[config.mk]
export PLATFORM = sky130hd
export DESIGN_NAME = hilo_muldiv
export DESIGN_NICKNAME = d
export VERILOG_FILES = /design/src/rtl/hilo_muldiv.sv
export SDC_FILE = /design/constraint.sdc
export NUM_CORES = 1
export LEC_CHECK = 0
export BUFFER_PORTS_ARGS = -buffer_cell sky130_fd_sc_hd__buf_2
export CORE_ASPECT_RATIO = 0.75
export CORE_MARGIN = 4
export CORE_UTILIZATION = 25
export DETAILED_ROUTE_END_ITERATION = 16
export GPL_TIMING_DRIVEN = 1
export PLACE_DENSITY = 0.43
export SLEW_MARGIN = 0
export SYNTH_ARGS = -nofsm -noshare
export SYNTH_HDL_FRONTEND = slang
export SYNTH_SLANG_ARGS = --single-unit
[constraint.sdc]
create_clock -name clock -period 5.75 [get_ports clock]
set_clock_uncertainty 0.2 [all_clocks]
set_input_delay 1.15 -clock clock [delete_from_list [all_inputs] [get_ports clock]]
set_output_delay 1.15 -clock clock [all_outputs]
set_load 0.02 [all_outputs]
[src/rtl/hilo_muldiv.sv]
// hilo_muldiv: iterative multiply/divide unit owning the architectural HI/LO
// registers. MULT/MULTU/DIV/DIVU take n+1 cycles (n shift steps plus a sign
// fix-up/commit cycle). MTHI/MTLO write in a single cycle. Divide by zero
// completes on the next edge without touching HI/LO.
module hilo_muldiv #(
  parameter int n = 32
) (
  input  logic         clock,
  input  logic         reset_n,
  input  logic         start,
  input  logic [2:0]   op,
  input  logic [n-1:0] a,
  input  logic [n-1:0] b,
  output logic         busy,
  output logic         done,
  output logic         div_by_zero,
  output logic [n-1:0] hi,
  output logic [n-1:0] lo
);

  localparam int CW = (n > 1) ? $clog2(n) : 1;
  localparam logic [CW-1:0] LAST_STEP = CW'(n - 1);

  localparam logic [2:0] OP_MULT  = 3'b000;
  localparam logic [2:0] OP_MULTU = 3'b001;
  localparam logic [2:0] OP_DIV   = 3'b010;
  localparam logic [2:0] OP_DIVU  = 3'b011;
  localparam logic [2:0] OP_MTHI  = 3'b100;
  localparam logic [2:0] OP_MTLO  = 3'b101;

  typedef enum logic [1:0] {
    IDLE = 2'b00,
    RUN  = 2'b01,
    FIX  = 2'b10
  } state_e;

  state_e         state_q, state_d;
  logic [CW-1:0]  count_q, count_d;
  logic [n-1:0]   hi_q, hi_d;
  logic [n-1:0]   lo_q, lo_d;
  logic           done_q, done_d;
  logic           dbz_q, dbz_d;
  // Operation kind and result signs remembered for the fix-up cycle.
  logic           isDiv_q, isDiv_d;
  logic           negRes_q, negRes_d;
  logic           negRem_q, negRem_d;
  // Shadow datapath: acc is the running product high half / partial remainder,
  // shr holds the multiplier bits (shifting out) or the dividend bits (shifting
  // out) while quotient/product low bits shift in; opnd is the fixed operand.
  logic [n-1:0]   acc_q, acc_d;
  logic [n-1:0]   shr_q, shr_d;
  logic [n-1:0]   opnd_q, opnd_d;

  logic           opMul;
  logic           opDiv;
  logic           aNeg;
  logic           bNeg;
  logic [n-1:0]   absA;
  logic [n-1:0]   absB;
  logic [n:0]     mulSum;
  logic [n:0]     remShift;
  logic           canSub;
  logic [n-1:0]   remSub;
  logic [2*n-1:0] product;
  logic [2*n-1:0] negProduct;

  // Decode the issued op and take operand magnitudes for the signed variants.
  always_comb begin
    opMul = (op == OP_MULT) || (op == OP_MULTU);
    opDiv = (op == OP_DIV) || (op == OP_DIVU);
    aNeg  = ((op == OP_MULT) || (op == OP_DIV)) && a[n-1];
    bNeg  = ((op == OP_MULT) || (op == OP_DIV)) && b[n-1];
    absA  = aNeg ? -a : a;
    absB  = bNeg ? -b : b;
  end

  // One iteration of shift-add multiply and restoring divide, plus the
  // full-width product used at commit. The remainder after a successful
  // subtract is always below the divisor, so an n-bit difference is exact.
  always_comb begin
    mulSum     = {1'b0, acc_q} + (shr_q[0] ? {1'b0, opnd_q} : {(n+1){1'b0}});
    remShift   = {acc_q, shr_q[n-1]};
    canSub     = (remShift >= {1'b0, opnd_q});
    remSub     = {acc_q[n-2:0], shr_q[n-1]} - opnd_q;
    product    = {acc_q, shr_q};
    negProduct = -product;
  end

  // Next-state logic: issue in IDLE, iterate in RUN, sign-correct and commit in FIX.
  always_comb begin
    state_d  = state_q;
    count_d  = count_q;
    hi_d     = hi_q;
    lo_d     = lo_q;
    done_d   = 1'b0;
    dbz_d    = dbz_q;
    isDiv_d  = isDiv_q;
    negRes_d = negRes_q;
    negRem_d = negRem_q;
    acc_d    = acc_q;
    shr_d    = shr_q;
    opnd_d   = opnd_q;

    unique case (state_q)
      IDLE: begin
        if (start) begin
          if (opMul || (opDiv && (b != '0))) begin
            state_d  = RUN;
            count_d  = '0;
            isDiv_d  = opDiv;
            negRes_d = aNeg ^ bNeg;
            negRem_d = aNeg;
            acc_d    = '0;
            shr_d    = opDiv ? absA : absB;
            opnd_d   = opDiv ? absB : absA;
          end else if (opDiv) begin
            done_d = 1'b1;
            dbz_d  = 1'b1;
          end else if (op == OP_MTHI) begin
            hi_d = a;
          end else if (op == OP_MTLO) begin
            lo_d = a;
          end
        end
      end

      RUN: begin
        if (isDiv_q) begin
          if (canSub) begin
            acc_d = remSub;
            shr_d = {shr_q[n-2:0], 1'b1};
          end else begin
            acc_d = remShift[n-1:0];
            shr_d = {shr_q[n-2:0], 1'b0};
          end
        end else begin
          acc_d = mulSum[n:1];
          shr_d = {mulSum[0], shr_q[n-1:1]};
        end
        count_d = count_q + CW'(1);
        if (count_q == LAST_STEP) begin
          state_d = FIX;
          count_d = '0;
        end
      end

      FIX: begin
        if (isDiv_q) begin
          lo_d = negRes_q ? -shr_q : shr_q;
          hi_d = negRem_q ? -acc_q : acc_q;
        end else begin
          {hi_d, lo_d} = negRes_q ? negProduct : product;
        end
        done_d  = 1'b1;
        dbz_d   = 1'b0;
        state_d = IDLE;
      end

      default: begin
        state_d = IDLE;
      end
    endcase
  end

  // State and datapath registers; reset aborts any operation in flight.
  always_ff @(posedge clock or negedge reset_n) begin
    if (!reset_n) begin
      state_q  <= IDLE;
      count_q  <= '0;
      hi_q     <= '0;
      lo_q     <= '0;
      done_q   <= 1'b0;
      dbz_q    <= 1'b0;
      isDiv_q  <= 1'b0;
      negRes_q <= 1'b0;
      negRem_q <= 1'b0;
      acc_q    <= '0;
      shr_q    <= '0;
      opnd_q   <= '0;
    end else begin
      state_q  <= state_d;
      count_q  <= count_d;
      hi_q     <= hi_d;
      lo_q     <= lo_d;
      done_q   <= done_d;
      dbz_q    <= dbz_d;
      isDiv_q  <= isDiv_d;
      negRes_q <= negRes_d;
      negRem_q <= negRem_d;
      acc_q    <= acc_d;
      shr_q    <= shr_d;
      opnd_q   <= opnd_d;
    end
  end

  assign busy        = (state_q != IDLE);
  assign done        = done_q;
  assign div_by_zero = dbz_q;
  assign hi          = hi_q;
  assign lo          = lo_q;

endmodule

### Yosys cells after proc, flatten, opt, wreduce, memory -nomap -nowiden

Cells that the tools add are included.

* word-level logic and storage cells: 105
* input bits: 70
* output and inout port bits: 67
* flip-flop bits (word level): 172

* bitwise operators: 1
* muxes and demuxes: 47
* order comparisons: 1
* $add $sub $neg: 8
* equality and inequality tests: 17
* reduce and logical (&&, ||, !) cells: 19

Operators by type and width (count)
* 2-to-1 mux 32 bit: 25
* case mux 32 bit (2 select lines): 4
* negator 32 bit: 4
* 2-to-1 mux 64 bit: 1
* negator 64 bit: 1
* adder 32 x 32 -> 33 bit: 1
* >= comparator 33 x 32 -> 1 bit: 1
* nonzero test 32 bit: 1
* subtractor 32 bit: 1
* != test 2 bit (second input constant): 9
* 2-to-1 mux 5 bit: 3
* case mux 5 bit (2 select lines): 1
* AND reduction 3 bit: 3
* 2-to-1 mux 1 bit: 7
* == test 3 x 2 -> 1 bit (second input constant): 2
* == test 3 bit (second input constant): 2
* 2-to-1 mux 2 bit: 3
* AND reduction 6 bit: 1
* nonzero test 2 bit: 3
* adder 5 x 1 -> 5 bit (second input constant): 1
* == test 5 bit (second input constant): 1
* AND reduction 5 bit: 1
* logical OR 1 bit: 4
* case mux 1 bit (2 select lines): 2
* other kinds (9): 11

### Logic depth before layout (Yosys ltp)

* depth after elaboration: 8
* gate-level depth with buffers: 14
* depth with buffers taken out: 13

### Least setup slack after synthesis

OpenSTA, ideal clock, no wires.

* kind: register to register
* from: register shr_q[0]
* to: register acc_q[30]
* setup slack: 2.344 ns
* required time: 5.411 ns
* buffers on the path: 1
* arrival: 3.067 ns
* library setup time: 0.139 ns
* stages on the path, launching flop included: 14
* period minus slack after synthesis: 3.406 ns
* cells stage by stage: dfrtp_1 inv_1 clkbuf_1 nor2_1 ha_1 o21a_1 o211ai_1 or3b_2 o211a_1 o21bai_1 nand2_1 nor4b_1 mux2i_1 o2111ai_1

* cells in the longest elaborated chain, start to end: 4

RTL lines
* start, declared: line 51 `logic [n-1:0] shr_q, shr_d;`
* start signal, assigned: line 191 `shr_q <= shr_d;`
* 2-to-1 mux 32 bit: line 81 `mulSum = {1'b0, acc_q} + (shr_q[0] ? {1'b0, opnd_q} : {(n+1){1'b0}});`
* adder 32 x 32 -> 33 bit: line 81
* 2-to-1 mux 32 bit: line 128 `if (isDiv_q) begin`
* case mux 32 bit (2 select lines): line 104 `unique case (state_q)`
* end signal, assigned: line 177 `acc_q <= '0;`
* end signal, assigned: line 190 `acc_q <= acc_d;`
* end, declared: line 50 `logic [n-1:0] acc_q, acc_d;`

Every way passes these cells.
A chain may end at the register's enable or synchronous reset.

### Final worst setup path

* from: register acc_q[6]
* to: register acc_q[25]

* cells in the longest elaborated chain, start to end: 4
* elaborated cells between the ends (all ways): 6
* classes of those cells: add/sub: 2; order compare: 1; mux: 3

RTL lines
* subtractor 32 bit / >= comparator 33 x 32 -> 1 bit (equally long branches): line 84, 83
* 2-to-1 mux 32 bit: line 129 `if (canSub) begin`
* 2-to-1 mux 32 bit *: line 128
* case mux 32 bit (2 select lines) *: line 104

Mark *: on every way between the ends. The rest lies on a longest branch, timed or not.

==> impl_summary.log <==
INFO  metric finished_core_util = 28.8%
INFO  metric netlist_top_cells_area = sky130_fd_sc_hd__dfrtp_1, sky130_fd_sc_hd__nand2_1, sky130_fd_sc_hd__ha_1
INFO  metric row_count = just under 80
INFO  metric ir_worst_vdd = ~280 µV
INFO  metric dr.pass1.iters = 6
INFO  metric worst-r2r-cell-count = 11
INFO  metric synth_top_cells_by_count = sky130_fd_sc_hd__nand2_1, sky130_fd_sc_hd__nor2_1, sky130_fd_sc_hd__dfrtp_1
INFO  metric groute.layer.met3.usage = 5.96%
INFO  metric synth_enable_flop_cells = 0
INFO  metric hpwlAfterDp = 50.9 mm
INFO  metric grt_setup_unrepaired = no
INFO  metric min_path_cells = 2
INFO  metric synth.net_count = a little over 2k
INFO  metric yosys.cell_types.count = 80
INFO  metric global_route.usage.total = between 10% and 20%
INFO  metric core_area = about 60000 µm²
INFO  metric post_route_cells_drive_above_1_share = a little under an eighth
INFO  metric grt_remaining_overflow = 0
INFO  metric avgRoutedWirePerCell = roughly 23 µm
INFO  metric p_switching = between 6000 and 7000 µW
INFO  metric setup_viol = 0
INFO  metric run_status = finished, final reports clean
INFO  metric clkLatencyLatePin = roughly 0.47 ns
INFO  metric die_w = about 290 µm
INFO  metric detail_route.vias_per_cell = 5.29
INFO  metric total_power = 11400 µW
INFO  metric hold_violations = 0
INFO  metric yosys.area.top_type_share = 28.8%
INFO  metric final_antenna_net_count = 0
INFO  metric maxSlewViolCount = 0
INFO  metric setup_ws = 1.35 ns
INFO  metric start_util = around a quarter
INFO  metric final_nets = 2141
INFO  metric finalCriticalPeriod = 4.40 ns
INFO  metric floorplan.die.height = 220 µm
INFO  metric highest_clock_frequency_the_design_can_meet = 227 MHz
INFO  metric postCtsResizedCells = 0
INFO  metric gate_count_post_synth = ~1.9k
INFO  metric synth_seq_cells = 172
INFO  metric r2r-end = acc_q[25]
INFO  metric total_negative_slack_for_setup_checks = 0 ns
INFO  metric postSynth.asyncResetShare = 100%
INFO  metric cp_data_required_time = a little under 6 ns
INFO  metric worst_slew_margin_rel = between 10% and 20%
INFO  metric clock_path_buffers = 2
INFO  metric power_density = between 600 and 700 nW/µm²
INFO  metric cts_sinks = around 170
INFO  metric port-buffer-count = 136
INFO  metric critical_path.reg2reg.startpoint = acc_q[6]
INFO  metric worstSetupPathType = flip-flop to flip-flop
INFO  metric synth.avg_cell_area = roughly 7.7 µm²
INFO  metric synth-main-ff-cell = sky130_fd_sc_hd__dfrtp_1
INFO  metric post-route-cell-area = between 15000 and 20000 µm²
INFO  metric most_frequently_used_cell_type_in_the_post_synthesis_netlist = sky130_fd_sc_hd__nand2_1
INFO  metric synth_area = 14900 µm²
INFO  metric worst_slew_pin_slew = between 1 and 1.5 ns
INFO  metric vias = approximately 15k
INFO  metric synth_area_leader_cell = sky130_fd_sc_hd__dfrtp_1
INFO  metric yosys_warnings = 0
INFO  metric grt_start_max_net_pins = between 90 and 100
INFO  metric arrival = 4.59 ns
INFO  metric dp_slack = 1.40 ns
INFO  metric critPathMaxFanout = 28
INFO  metric antenna_found_initial = 4
INFO  metric layer_carrying_the_most_global_route_usage = met1
INFO  metric cts_tree = built
INFO  metric ios = 137
INFO  metric worst_setup_hold_path_clk_slew = around 0.080 ns
INFO  metric critPathCapture = acc_q[25]
INFO  metric post-route-drc-count = 0
INFO  metric seq_power_share = 22.7%
INFO  metric worstSetupEndpointType = flip-flop
INFO  metric switching_share = a little over half
INFO  metric yosysSeqAreaShare = 28.8%
INFO  metric use_met2 = between 20% and 30%
INFO  metric type_of_the_tightest_min_delay_check = flip-flop to flip-flop
INFO  metric timing.final.crit_share = between 70% and 80%
INFO  metric cts.root.buffer_cell = sky130_fd_sc_hd__clkbuf_16
INFO  metric areaGrowthSynthToFinish = 13.9%
INFO  metric setup.worst_path.start = acc_q[6]
INFO  metric detail_route.wirelength = about 65 mm
INFO  metric place_area = around 16000 µm²
INFO  metric cts_inserted_buffers = 17
INFO  metric drt_first_iter_violations = around 1.3k
INFO  metric worst-r2r-setup-slack = roughly 1.3 ns
INFO  metric cts_max_level = 4
INFO  metric die_area = between 60000 and 70000 µm²
INFO  metric cts_hold_buffers = 0
INFO  metric share_clk_of_total_power = approximately 11%
INFO  metric grt_pass1_wl = ~95 mm
INFO  metric power.internal = ~5300 µW
INFO  metric grt_util_met1 = a little under a third
INFO  metric globalplace.congestion = between 0.8 and 0.9
INFO  metric crit_path_start_kind = flip-flop
INFO  metric power.static_leakage = approximately 0.0072 µW
INFO  metric power.combinational.fraction = between 60% and 70%
INFO  metric grt_pass1_vias = approximately 14k
INFO  metric max_cap_violations = 0
INFO  metric cts_post_setup_buffers_inserted = 0
-- placed cells by master, fill, tap and decap left out, drive strengths merged, types with 7 or more instances in the layout --
| cell | Yosys | layout |
|---|---|---|
| nand2 | 249 | 249 |
| nor2 | 224 | 224 |
| o21ai | 187 | 187 |
| dfrtp | 172 | 172 |
| buf | 33 | 165 |
| a21oi | 131 | 131 |
| xnor2 | 88 | 88 |
| xor2 | 83 | 83 |
| inv | 68 | 74 |
| ha | 70 | 70 |
| mux2i | 48 | 48 |
| a31oi | 40 | 40 |
| nor3 | 40 | 40 |
| o31ai | 36 | 36 |
| a21o | 29 | 29 |
| nand3 | 28 | 28 |
| o211ai | 27 | 27 |
| o21a | 23 | 23 |
| or3 | 20 | 20 |
| a211oi | 20 | 20 |
| clkbuf | 86 | 18 |
| nor4 | 18 | 18 |
| nand4 | 17 | 17 |
| nand2b | 17 | 17 |
| a22oi | 15 | 15 |
| a221oi | 13 | 13 |
| and3 | 12 | 12 |
| and2 | 11 | 11 |
| o41ai | 11 | 11 |
| nor2b | 9 | 9 |
| a21boi | 8 | 8 |
| o22a | 8 | 8 |
| o22ai | 7 | 7 |
| or4 | 7 | 7 |
| a2111oi | 7 | 7 |
| clkinv | 1 | 7 |
-- cell type report --
type	count	area, µm²
diodes	4	10.0
fillers	6383	42000
flip-flops and latches	172	4310
clock buffers	18	429
well taps	790	988
repair buffers	165	917
multi-input cells	1574	9950
clock inverters	14	155
inverters	69	259
-- power by group through the flow --
stage | Sequential, µW | Combinational (µW) | Clock, µW
after detailed placement | 2570 | 7440 | 0
after floorplan | 2470 | 5160 | 0
after global routing | 2650 | 8320 | 1300
after CTS | 2550 | 7490 | 1260
final | 2580 | 7560 | 1240
after global placement | 2560 | 7490 | 0
-- worst max-delay path: stages, from the launching register on --
cell and delay, ns:
sky130_fd_sc_hd__dfrtp_1 0.58, sky130_fd_sc_hd__ha_1 0.50, sky130_fd_sc_hd__nand4_1 0.22, sky130_fd_sc_hd__nor2_1 0.15, sky130_fd_sc_hd__o31ai_1 0.14, sky130_fd_sc_hd__a2111oi_0 1.11, sky130_fd_sc_hd__o21a_1 0.31, sky130_fd_sc_hd__o32ai_4 0.11
sky130_fd_sc_hd__buf_4 0.26, sky130_fd_sc_hd__nor2_1 0.35, sky130_fd_sc_hd__inv_1 0.15, sky130_fd_sc_hd__o221ai_1 0.21
-- worst min path at each step --
stage | to | slack (ns) | startpoint
after floorplan | opnd_q[28] | 0.25 | opnd_q[28]
after global placement | lo[18] | 0.25 | lo[18]
after detailed placement | lo[18] | 0.26 | lo[18]
after CTS | lo[18] | 0.28 | lo[18]
after global routing | lo[19] | 0.29 | lo[19]
final | lo[19] | 0.28 | lo[19]
-- cells by family after synthesis --
family	count (synthesis)	synth area share (%)
AND/OR/NAND/NOR	668	20.4
XOR/XNOR	171	10.0
flip-flops	172	28.8
multiplexers	52	3.52
AO/OA/AOI/OAI	611	26.1
buffers and inverters	188	5.05
adder cells (fa/ha/maj)	72	6.13
-- stage by stage --
step	hold slack (ns)	instances
finish	0.276	2806
global route	0.293	2802
CTS	0.283	2802
detailed placement	0.265	2770
global placement	0.254	2770
floorplan	0.248	1934
-- registers in the layout, summed over array words and instances (netlist names), 2 cells and up --
| signal | cells |
|---|---|
| acc_q | 32 |
| hi | 32 |
| lo | 32 |
| opnd_q | 32 |
| shr_q | 32 |
| count_q | 5 |
| state_q | 2 |
-- routing by layer --
layer / share of wire [%] / vias to the layer above
met5: 0.035 / -
met4: 1.3 / 4
met3: 9.1 / 39
met2: 38 / 535
met1: 51 / 7199
li1: - / 7067
(Power assumes the default switching activity.)
